`config.mk`:
```
export PLATFORM = sky130hd
export DESIGN_NAME = alu_operand_muxes
export DESIGN_NICKNAME = d
export VERILOG_FILES = /design/src/rtl/alu_operand_muxes_pkg.sv /design/src/rtl/alu_operand_muxes_fwd_mux3.sv /design/src/rtl/alu_operand_muxes.sv
export SDC_FILE = /design/constraint.sdc
export NUM_CORES = 1
export LEC_CHECK = 0
export ABC_AREA = 1
export CAP_MARGIN = 20
export CORE_UTILIZATION = 28
export DETAILED_ROUTE_END_ITERATION = 6
export PLACE_DENSITY = 0.9
export SYNTH_ARGS = -nofsm -noshare
export SYNTH_HDL_FRONTEND = slang
export SYNTH_SLANG_ARGS = --single-unit
```
`constraint.sdc`:
```
create_clock -name clk -period 1.4 [get_ports clk]
set_input_delay 0.21 -clock clk [delete_from_list [all_inputs] [get_ports clk]]
set_output_delay 0.21 -clock clk [all_outputs]
set_load 0.005 [all_outputs]
```
`src/rtl/alu_operand_muxes_pkg.sv`:
```
// Shared constants for the EX-stage operand-selection block: default widths and forward-select codes.
package alu_operand_muxes_pkg;

  localparam int unsigned DEFAULT_DATA_W = 16;
  localparam int unsigned DEFAULT_REG_W  = 3;
  localparam int unsigned FWD_W          = 2;

  localparam logic [FWD_W-1:0] FWD_REG     = 2'b00;
  localparam logic [FWD_W-1:0] FWD_WB      = 2'b01;
  localparam logic [FWD_W-1:0] FWD_MEM     = 2'b10;
  localparam logic [FWD_W-1:0] FWD_ILLEGAL = 2'b11;

  function automatic logic isIllegalFwd(input logic [FWD_W-1:0] fwdSel);
    return fwdSel == FWD_ILLEGAL;
  endfunction

endpackage

```
`src/rtl/alu_operand_muxes_fwd_mux3.sv`:
```
// 3-way forwarding mux: register file, WB write data or MEM ALU result.
// The reserved code falls back to the register-file value and is flagged.
module fwd_mux3
  import alu_operand_muxes_pkg::*;
#(
  parameter int unsigned DATA_W = DEFAULT_DATA_W
) (
  input  logic [FWD_W-1:0]  fwdSel,
  input  logic [DATA_W-1:0] regVal,
  input  logic [DATA_W-1:0] wbVal,
  input  logic [DATA_W-1:0] memVal,
  output logic [DATA_W-1:0] fwdOut_c,
  output logic              illegal_c
);

  always_comb begin
    fwdOut_c  = regVal;
    illegal_c = 1'b0;
    case (fwdSel)
      FWD_WB:  fwdOut_c = wbVal;
      FWD_MEM: fwdOut_c = memVal;
      default: illegal_c = isIllegalFwd(fwdSel);
    endcase
  end

endmodule

```
`src/rtl/alu_operand_muxes.sv`:
```
// EX-stage destination select and ALU operand forwarding with a sticky illegal-select flag.
// Define ALU_MUX_PIPE_OUT_EN to register DestReg/Operand1/Operand2/StoreData (one-cycle latency).
module alu_operand_muxes
  import alu_operand_muxes_pkg::*;
#(
  parameter int unsigned DATA_W = DEFAULT_DATA_W,
  parameter int unsigned REG_W  = DEFAULT_REG_W
) (
  input  logic              clk,
  input  logic              rst,
  input  logic              RegDst,
  input  logic [REG_W-1:0]  Rt,
  input  logic [REG_W-1:0]  Rd,
  output logic [REG_W-1:0]  DestReg,
  input  logic              ALUSrc,
  input  logic [FWD_W-1:0]  ForwardA,
  input  logic [FWD_W-1:0]  ForwardB,
  input  logic [DATA_W-1:0] Mem_ALUOut,
  input  logic [DATA_W-1:0] WB_WriteData,
  input  logic [DATA_W-1:0] ReadData1,
  input  logic [DATA_W-1:0] ReadData2,
  input  logic [DATA_W-1:0] Imm,
  output logic [DATA_W-1:0] Operand1,
  output logic [DATA_W-1:0] Operand2,
  output logic [DATA_W-1:0] StoreData,
  output logic              FwdErr
);

  logic [REG_W-1:0]  destReg_c;
  logic [DATA_W-1:0] fwdA_c;
  logic [DATA_W-1:0] fwdB_c;
  logic [DATA_W-1:0] operand2_c;
  logic              illegalA_c;
  logic              illegalB_c;

  fwd_mux3 #(.DATA_W(DATA_W)) uFwdA (
    .fwdSel    (ForwardA),
    .regVal    (ReadData1),
    .wbVal     (WB_WriteData),
    .memVal    (Mem_ALUOut),
    .fwdOut_c  (fwdA_c),
    .illegal_c (illegalA_c)
  );

  fwd_mux3 #(.DATA_W(DATA_W)) uFwdB (
    .fwdSel    (ForwardB),
    .regVal    (ReadData2),
    .wbVal     (WB_WriteData),
    .memVal    (Mem_ALUOut),
    .fwdOut_c  (fwdB_c),
    .illegal_c (illegalB_c)
  );

  // Immediate overrides operand 2 even when ForwardB is illegal; the flag still records it.
  always_comb begin
    destReg_c  = RegDst ? Rd : Rt;
    operand2_c = ALUSrc ? Imm : fwdB_c;
  end

  // Sticky illegal-forward flag; reset wins over a same-edge illegal code.
  always_ff @(posedge clk) begin
    if (rst) begin
      FwdErr <= 1'b0;
    end else if (illegalA_c || illegalB_c) begin
      FwdErr <= 1'b1;
    end
  end

`ifdef ALU_MUX_PIPE_OUT_EN
  always_ff @(posedge clk) begin
    if (rst) begin
      DestReg   <= '0;
      Operand1  <= '0;
      Operand2  <= '0;
      StoreData <= '0;
    end else begin
      DestReg   <= destReg_c;
      Operand1  <= fwdA_c;
      Operand2  <= operand2_c;
      StoreData <= fwdB_c;
    end
  end
`else
  always_comb begin
    DestReg   = destReg_c;
    Operand1  = fwdA_c;
    Operand2  = operand2_c;
    StoreData = fwdB_c;
  end
`endif

endmodule

```
==> flow_summary.toml <==
[drt]
route.layer.met1.wl_mm = 2.99
route.final.wire_length_mm = 8.68
route.antenna.remaining_nets = 0
drt_iter0_drc = 177
routed_via_density = 5.25
dr.max_layer_used = "met4"
wl_met3_um = 601
routed_wire_length_per_instance_um = 18.2
drt_pre_antenna_iters = 4
drc = 0
wl_met2_mm = 4.54
via_count = 2498

[place]
place.gp.congestion = 0.836
dp.cells = 439
detailed_place.area_sq_mm = 0.00279
port-buffer-count = 145
detailedPlacementHpwl_mm = 4.97

[status]
violations = "setup timing"
run_status = "complete, but fails checks"

[critical_path]
timing.critical_path.from_type = "input pin"
crit_family = "buffers and inverters"
crit_top_cell = "sky130_fd_sc_hd__buf_8"
crit_path_max_incr_delay_ps = 180
endpoint_kind = "primary output"
reg2reg_from = "FwdErr$_SDFFE_PP0P_"
timing.critical_path.buf_inv = 5
worstPathCellList = "buf_8 -> buf_6 -> ha_4 -> buf_12 -> buf_8 -> nand2_4 -> nand3_4 -> nand3_2 -> nand2_1 -> buf_2"
crit_fanout = 6
timing.critical_path.slowest_stage_cell = "sky130_fd_sc_hd__ha_4"
crit_start = "ForwardB[0]"
crit_arrival_ps = 1340
crit_required_ps = 1190
timing.setup.critical_path_class = "input pin to primary output"

[sta]
rsz_0062_raised_after_global_routing = "true"
setup_slack_ps = -146
finalSetupViolCount = 30
fmaxAchievable_mhz = 647
worst_pin_slew_ps = 218
hold_violation_count_in_the_final_report = 0
final.setup_skew_ps = 0
final_period_minus_worst_setup_slack_ps = 1550
max-slew-margin-rel = 0.855
final-max-slew-violation-count = 0
tns_ps = -1950
final.period_utilization = 1.10

[cells_and_area]
area_delta_synth_final_pct = 183
largest_registers = "FwdErr x1"
registers.top_by_ff_count = "FwdErr"
drive_gt1_frac = 0.505
largest_reg_flops = 1
final_cell_area_sq_mm = 0.00363
post-route-util = 0.827
num_antenna_cells = 0
cell_count_final_fillers_out = 476
finish.net_count = 526

[die]
floorplan.rows = 24
placeableCoreArea_sq_mm = 0.00438
initial_util = 0.292
die_width_um = 69.6
chipHeight_um = 69.6
die_area_sq_mm = 0.00485
pin_count = 146

[yosys]
synth_xor_xnor_area_share = 0
syn_nets = 344
yosys.area_share.adder = 0.0586
synth_simple_gate_area_frac = 0.577
post_synth_instance_area_sq_mm = 0.00128
syn_area_per_cell_sq_um = 5.25
yosys-mux-area-fraction = 0.0264
synth_cell_types = 18
number_of_cells_produced_by_synthesis = 244
seq_area_frac_synth = 0.0156
synth_top_family_by_area = "simple AND/OR/NAND/NOR gates"
synth-compound-area-share = 0.125
ys_warn_count = 0
synth-seq-cells = 1

[clocking]
cts.clk_slew.worst_paths_ps = 0
holdBufCountCts = 0
clk_latency_ps = 0

[global_route]
grt.total_usage = 0.297
grt_remaining_overflow = 0
first_global_vias = 2465
grt_antenna_before_repair = 0
grt_max_degree = 17
grt_pass1_wl_mm = 11.7

[pwr]
comb_power_share = 0.980
powerDensity_mw_per_mm2 = 449
power.share.clock = 0
static_leakage_nw = 1.78
p_switching_mw = 0.697
switching_fraction_of_total_power = 0.428
irDropWorstVdd_mv = 0.346
power.total_mw = 1.63
power_report.internal_total_mw = 0.931
power.share.sequential = 0.020

[min_path]
timing.hold.worst.class = "flip-flop to flip-flop"
worstHoldStart = "FwdErr$_SDFFE_PP0P_"

[flow_run]
max_capacitance_violation_total = 0
kinds of logic (layout without fill, tap and decap cells):
kind of cell,after synthesis,after routing
AND/OR/NAND/NOR,162,162
buffers and inverters,40,220
AO/OA/AOI/OAI,32,32
flip-flops,1,1
adder cells (fa/ha/maj),6,6
multiplexers,3,3
synthesized netlist by cell type:
cell type | n | area, sq um
sky130_fd_sc_hd__nand2_1 | 96 | 360
sky130_fd_sc_hd__a21oi_1 | 32 | 160
sky130_fd_sc_hd__nand3_1 | 22 | 110
sky130_fd_sc_hd__inv_1 | 20 | 75.1
sky130_fd_sc_hd__nor2_1 | 17 | 63.8
sky130_fd_sc_hd__and2_1 | 16 | 100
sky130_fd_sc_hd__nand3_2 | 10 | 100
sky130_fd_sc_hd__buf_6 | 7 | 78.8
sky130_fd_sc_hd__ha_1 | 6 | 75.1
sky130_fd_sc_hd__buf_4 | 5 | 37.5
sky130_fd_sc_hd__buf_2 | 4 | 20.0
sky130_fd_sc_hd__mux2_2 | 3 | 33.8
sky130_fd_sc_hd__buf_12 | 1 | 20.0
sky130_fd_sc_hd__dfxtp_1 | 1 | 20.0
sky130_fd_sc_hd__inv_2 | 1 | 3.75
sky130_fd_sc_hd__inv_4 | 1 | 6.26
sky130_fd_sc_hd__inv_8 | 1 | 11.3
sky130_fd_sc_hd__nor3_1 | 1 | 5.00
path summary, 6_finish.rpt:
check	end	slack, ps	depth (start not counted)
hold reg to reg	FwdErr$_SDFFE_PP0P_	480	2
hold / removal	FwdErr$_SDFFE_PP0P_	480	2
setup / recovery	Operand2[0]	-150	10
setup reg to reg	FwdErr$_SDFFE_PP0P_	750	2
per-stage QoR:
step / setup WS, ps / hold WS, ps
2_1_floorplan: 137 / 282
3_3_place_gp: -894 / 469
3_5_place_dp: -915 / 476
4_1_cts: -105 / 482
5_1_grt: -177 / 501
6_report: -146 / 481
per-layer routing:
layer  up-vias  track usage
met2       148        0.548
met3        48       0.0451
met4         0        0.144
li1       1134            -
met5         -            0
met1      1168        0.329
worst min-delay path, cell delays in order (launching register included):
cell	delay, ps
sky130_fd_sc_hd__dfxtp_1	310
sky130_fd_sc_hd__nor3_1	50
sky130_fd_sc_hd__nor2_1	80
power groups by stage:
| stage | Sequential [mW] | Clock (mW) | Combinational, mW |
|---|---|---|---|
| after CTS | 0.0328 | 0 | 1.32 |
| final | 0.0327 | 0 | 1.60 |
| after global routing | 0.0329 | 0 | 1.68 |
| after detailed placement | 0.0326 | 0 | 1.16 |
| after global placement | 0.0327 | 0 | 1.14 |
| after floorplan | 0.0329 | 0 | 0.445 |
cell type report:
type | instances | area, sq um
flip-flops and latches | 1 | 20.0
well taps | 52 | 65.1
repair inverters | 2 | 27.5
fillers | 234 | 757
multi-input cells | 203 | 1510
inverters | 23 | 116
repair buffers | 195 | 1880
layout by cell type, fill, tap and decap left out, drive strengths merged:
cell type and n:
nand2 96, dlymetal6s2s 5, nand3 32, dlygate4sd2 4, buf 100, mux2 3, clkinv 2, clkdlybuf4s50 83
inv 23, dfxtp 1, nor3 1, clkbuf 2, clkdlybuf4s15 1, a21oi 32, ha 6, nor2 17
and2 16
what timing repair did:
item,in CTS,in global routing
resized for setup,305,106
endpoints found under the setup margin,51,49
setup buffers,34,2
gates cloned,4,0
pin swaps,20,30
Power figures use the tool's default switching activity.
